`src/rtl/uart_rx.sv`:
```
// UART receiver: 8N1, 16x oversampled, mid-bit sampling.
// Free-running tick divider; break/low line never retriggers.
module uart_rx #(
  parameter int clk_freq  = 125000000,
  parameter int baud_rate = 62500,
  parameter int os_rate   = 16
) (
  input  logic       clk,
  input  logic       rst,
  input  logic       rx,
  output logic [7:0] rx_dat,
  output logic       rx_done,
  output logic       frame_err,
  output logic       busy
);

  localparam int DIV = clk_freq / (baud_rate * os_rate);
  localparam logic [15:0] DIV_LAST = 16'(DIV - 1);
  localparam logic [3:0]  MID  = 4'(os_rate / 2 - 1);
  localparam logic [3:0]  LAST = 4'(os_rate - 1);

  typedef enum logic [1:0] {
    IDLE,
    START,
    DATA,
    STOP
  } state_t;

  state_t      state;
  logic [1:0]  sync;
  logic        rx_s;
  logic [15:0] div_cnt;
  logic        tick;
  logic [3:0]  tick_cnt;
  logic [2:0]  bit_cnt;
  logic [7:0]  shreg;
  logic        armed;

  assign rx_s = sync[1];
  assign tick = (div_cnt == DIV_LAST);
  assign busy = (state != IDLE);

  always_ff @(posedge clk or negedge rst) begin
    if (!rst) begin
      sync <= 2'b11;
    end else begin
      sync <= {sync[0], rx};
    end
  end

  always_ff @(posedge clk or negedge rst) begin
    if (!rst) begin
      div_cnt <= '0;
    end else if (tick) begin
      div_cnt <= '0;
    end else begin
      div_cnt <= div_cnt + 16'd1;
    end
  end

  // armed drops on a framing error so a held-low break needs a high first
  always_ff @(posedge clk or negedge rst) begin
    if (!rst) begin
      state     <= IDLE;
      tick_cnt  <= '0;
      bit_cnt   <= '0;
      shreg     <= '0;
      rx_dat    <= '0;
      rx_done   <= 1'b0;
      frame_err <= 1'b0;
      armed     <= 1'b0;
    end else begin
      rx_done   <= 1'b0;
      frame_err <= 1'b0;
      unique case (state)
        IDLE: begin
          if (rx_s) begin
            armed <= 1'b1;
          end else if (armed) begin
            state    <= START;
            tick_cnt <= '0;
            bit_cnt  <= '0;
          end
        end
        START: begin
          if (tick) begin
            if (tick_cnt == MID) begin
              tick_cnt <= '0;
              state    <= rx_s ? IDLE : DATA;
            end else begin
              tick_cnt <= tick_cnt + 4'd1;
            end
          end
        end
        DATA: begin
          if (tick) begin
            if (tick_cnt == LAST) begin
              tick_cnt <= '0;
              shreg    <= {rx_s, shreg[7:1]};
              if (bit_cnt == 3'd7) begin
                state <= STOP;
              end else begin
                bit_cnt <= bit_cnt + 3'd1;
              end
            end else begin
              tick_cnt <= tick_cnt + 4'd1;
            end
          end
        end
        STOP: begin
          if (tick) begin
            if (tick_cnt == LAST) begin
              tick_cnt <= '0;
              state    <= IDLE;
              if (rx_s) begin
                rx_dat  <= shreg;
                rx_done <= 1'b1;
              end else begin
                frame_err <= 1'b1;
                armed     <= 1'b0;
              end
            end else begin
              tick_cnt <= tick_cnt + 4'd1;
            end
          end
        end
        default: state <= IDLE;
      endcase
    end
  end

endmodule

```
`config.mk`:
```
export PLATFORM = sky130hd
export DESIGN_NAME = uart_rx
export DESIGN_NICKNAME = d
export VERILOG_FILES = /design/src/rtl/uart_rx.sv
export SDC_FILE = /design/constraint.sdc
export NUM_CORES = 1
export LEC_CHECK = 0
export ABC_CLOCK_PERIOD_IN_PS = 3720
export CORE_UTILIZATION = 48
export DETAILED_ROUTE_END_ITERATION = 10
export PLACE_DENSITY = 0.73
export RECOVER_POWER = 100
export SYNTH_ARGS = -nofsm -noshare
export SYNTH_HDL_FRONTEND = slang
export SYNTH_SLANG_ARGS = --single-unit
export TNS_END_PERCENT = 1
```
`constraint.sdc`:
```
create_clock -name clk -period 3.72 [get_ports clk]
set_clock_uncertainty 0.2 [all_clocks]
set_input_delay 0.744 -clock clk [delete_from_list [all_inputs] [get_ports clk]]
set_output_delay 0.744 -clock clk [all_outputs]
set_load 0.02 [all_outputs]
```
==> impl_metrics.py <==
metrics = {
    "min_path": {
        "min_from": "sync[0]",
        "holdPathStages": 0,
        "hold_path_class": "flop to flop",
        "min_to": "sync[1]",
    },
    "synth": {
        "yosys_register_bits": 46,
        "yosysWarnings": 0,
        "netlist.area_leader.share_pct": 50.7,
        "avgSynthCellArea_um2": 11.9,
        "synth_area_leader_cell": "dfrtp_1",
        "synthFlopType": "dfrtp_1",
        "synth.most_common_cell": "dfrtp_1",
        "ys_top_cells_by_count": "dfrtp_1, nor2_1, nand2_1, nand3_1, mux2_2",
        "synthDistinctLibCells": 39,
        "postSynth.asyncResetShare_pct": 100,
        "synth_area_leaders": "dfrtp_1, mux2_4, mux2_2",
        "syn-num-nets": 191,
        "synthCells": 183,
        "syn_area_mm2": 0.00217,
        "yosysSeqAreaShare_pct": 53.1,
        "synth_edf_count": 0,
    },
    "sta": {
        "setup_tns_ps": 0,
        "slew_viol_final": 0,
        "timing.fmax_mhz": 355,
        "tightest_slew_ps": 1010,
        "min_period_ps": 2820,
        "hold_viol": 0,
        "slew_headroom_pct": 32.7,
        "setup-violations-final": 0,
        "setup_slack_ps": 901,
        "rsz0062_at_grt": "false",
        "post-route-period-util_pct": 75.8,
    },
    "place": {
        "dp_hpwl_mm": 2.68,
        "gp_congestion": 0.858,
        "port_buffers": 13,
        "dpl_worst_slack_ps": 1130,
    },
    "drt": {
        "vias": 1415,
        "drt_iter0_markers": 60,
        "wire_per_inst_um": 15.7,
        "viasPerCell": 5.68,
        "drc_errors": 0,
        "ant_nets": 0,
        "totalWireLength_mm": 3.90,
        "drt_pass1_iterations": 4,
    },
    "global_routing": {
        "overflow": 0,
        "grtUsageMet3_pct": 4.80,
        "grt_max_degree": 47,
        "grt_use_met2_pct": 30.2,
        "grtUsageTotal_pct": 18.6,
        "grt_pass1_vias": 1552,
        "antenna_found_initial": 0,
        "grt.met1_usage_pct": 23.4,
        "grt_pass1_wl_mm": 7.07,
        "top_usage_layer": "met2",
    },
    "setup_path": {
        "criticalPathCategory": "flop to primary output",
        "r2r_start": "div_cnt[2]",
        "end_kind": "primary output",
        "critPathSlowestCell": "dlygate4sd3_1",
        "crit_buf_inv": 1,
        "worstReg2RegEnd": "rx_dat[6]",
        "r2r.worst_path.cells": 4,
        "r2r_setup_slack_ps": 1120,
        "arrival_ps": 1880,
        "cpLargestDelayFamily": "buffers and inverters",
        "cp_cell_sequence": "or2_2 -> dlygate4sd3_1",
        "cp.required_ps": 2780,
        "critical_path.max_stage_delay_ps": 680,
        "critPathMaxFanout": 10,
        "cp-start-kind": "flop",
    },
    "final_layout": {
        "multiInputGateArea_um2": 920,
        "syn_to_final_growth_pct": 9.74,
        "fill_cells": 380,
        "seqCellArea_mm2": 0.00115,
        "nets": 204,
        "layout-drive-gt1-share_pct": 12.7,
        "diodes": 0,
    },
    "cts": {
        "cts_tree": "done",
        "post_cts_buffers": 0,
        "clkSinkCount": 46,
        "htreeDepth": 2,
        "clock_path_buffers": 2,
        "holdBufCountCts": 0,
        "cts_buffers": 5,
        "ctsRootBufferMaster": "clkbuf_8",
        "path_clk_slew_ps": 90,
        "clock_latency_ps": 300,
        "cts_resized": 0,
    },
    "power_and_ir_drop": {
        "p_per_area_mw_per_mm2": 344,
        "power_leakage_nw": 1.13,
        "power_w": 0.000820,
        "peakVddDrop_v": 0.000210,
    },
    "run": {
        "maxCapViolCount": 0,
    },
    "floorplanning": {
        "die_y_um": 69.3,
        "rows": 24,
        "die_w_um": 69.3,
        "core_area_mm2": 0.00435,
        "initial_core_util_pct": 49.9,
        "dieArea_mm2": 0.00480,
        "boundaryPins": 14,
    },
    "run_status": {
        "outcome": "finished, final reports clean",
    },
}
## worst reg2reg max path: cells and delay by family, from the launching register on
| kind | cells | cell delay [ps] |
|---|---|---|
| muxes | 1 | 390 |
| and+or+nand+nor | 3 | 1460 |
| DFF | 1 | 460 |
## report_power, final
group          leakage, nW  switching (W)   total, W  internal (W)
Clock               0.0441       0.000173   0.000306      0.000132
Combinational        0.472      0.0000105  0.0000122    0.00000165
Sequential           0.611     0.00000118   0.000503      0.000502
Total                 1.13       0.000185   0.000820      0.000635
## kinds of logic (layout without fill, tap and decap cells)
logic type / after synthesis / count (layout) / synth area share (%)
adders and majority gates: 5 / 5 / 2.88
DFF: 46 / 46 / 53.1
AOI/OAI and AO/OA: 16 / 16 / 5.18
buffers and inverters: 15 / 29 / 3.17
xor gates and xnor gates: 15 / 15 / 6.05
and+or+nand+nor: 68 / 68 / 19.0
muxes: 18 / 18 / 10.7
## cell type report
class	instances	area share, %
multi-input cells	122	38.6
inverters	8	1.26
clock buffers	5	2.89
repair buffers	13	5.25
flip-flops and latches	46	48.4
clock inverters	3	0.892
well taps	52	2.73
## per-layer routing
| metal | part of all wire [%] | wire length, µm | vias to the layer above |
|---|---|---|---|
| met1 | 45 | 1760 | 715 |
| met5 | 0 | 0 | - |
| met3 | 3.2 | 126 | 8 |
| met2 | 50 | 1950 | 23 |
| met4 | 1.8 | 72 | 0 |
| li1 | - | - | 669 |
## state kept, by name (all words and copies together) (netlist names), named ones only
name / count
armed: 1
frame_err: 1
sync: 2
rx_done: 1
shreg: 8
tick_cnt: 4
state: 1
div_cnt: 16
rx_dat: 8
bit_cnt: 3
## stage by stage
stage | instance area, µm² | utilization (%) | hold slack, ps | cells
after floorplan | 2170 | - | 145 | 183
after global placement | 2320 | 53.4 | 148 | 241
after detailed placement | 2320 | 53.4 | 152 | 241
after CTS | 2410 | 55.4 | 164 | 249
after global routing | 2380 | 54.7 | 167 | 249
final | 2380 | 54.7 | 162 | 249
## worst max-delay path by stage
| stage | start | endpoint | depth (start not counted) |
|---|---|---|---|
| 3_3_place_gp | div_cnt[13] | rx_dat[5] | 4 |
| 6_report | flop | busy | 2 |
| 3_5_place_dp | div_cnt[2] | rx_dat[3] | 4 |
| 2_1_floorplan | div_cnt[0] | shreg[0] | 7 |
| 4_1_cts | flop | busy | 2 |
| 5_1_grt | state[0] | busy | 2 |
## cells in the final DEF (no fill, tap or decap), types with 5 or more instances in the layout
cell | Yosys | routed
xor2_1 | 7 | 7
nand4_1 | 6 | 6
mux2_1 | 0 | 8
mux2_2 | 9 | 9
and4_1 | 6 | 6
ha_1 | 5 | 5
dfrtp_1 | 44 | 44
inv_1 | 8 | 8
xnor2_1 | 8 | 8
nand3_1 | 12 | 12
nor2_1 | 13 | 13
clkbuf_8 | 0 | 5
dlygate4sd3_1 | 0 | 12
nand2_1 | 12 | 12
Power figures use the tool's default switching activity.
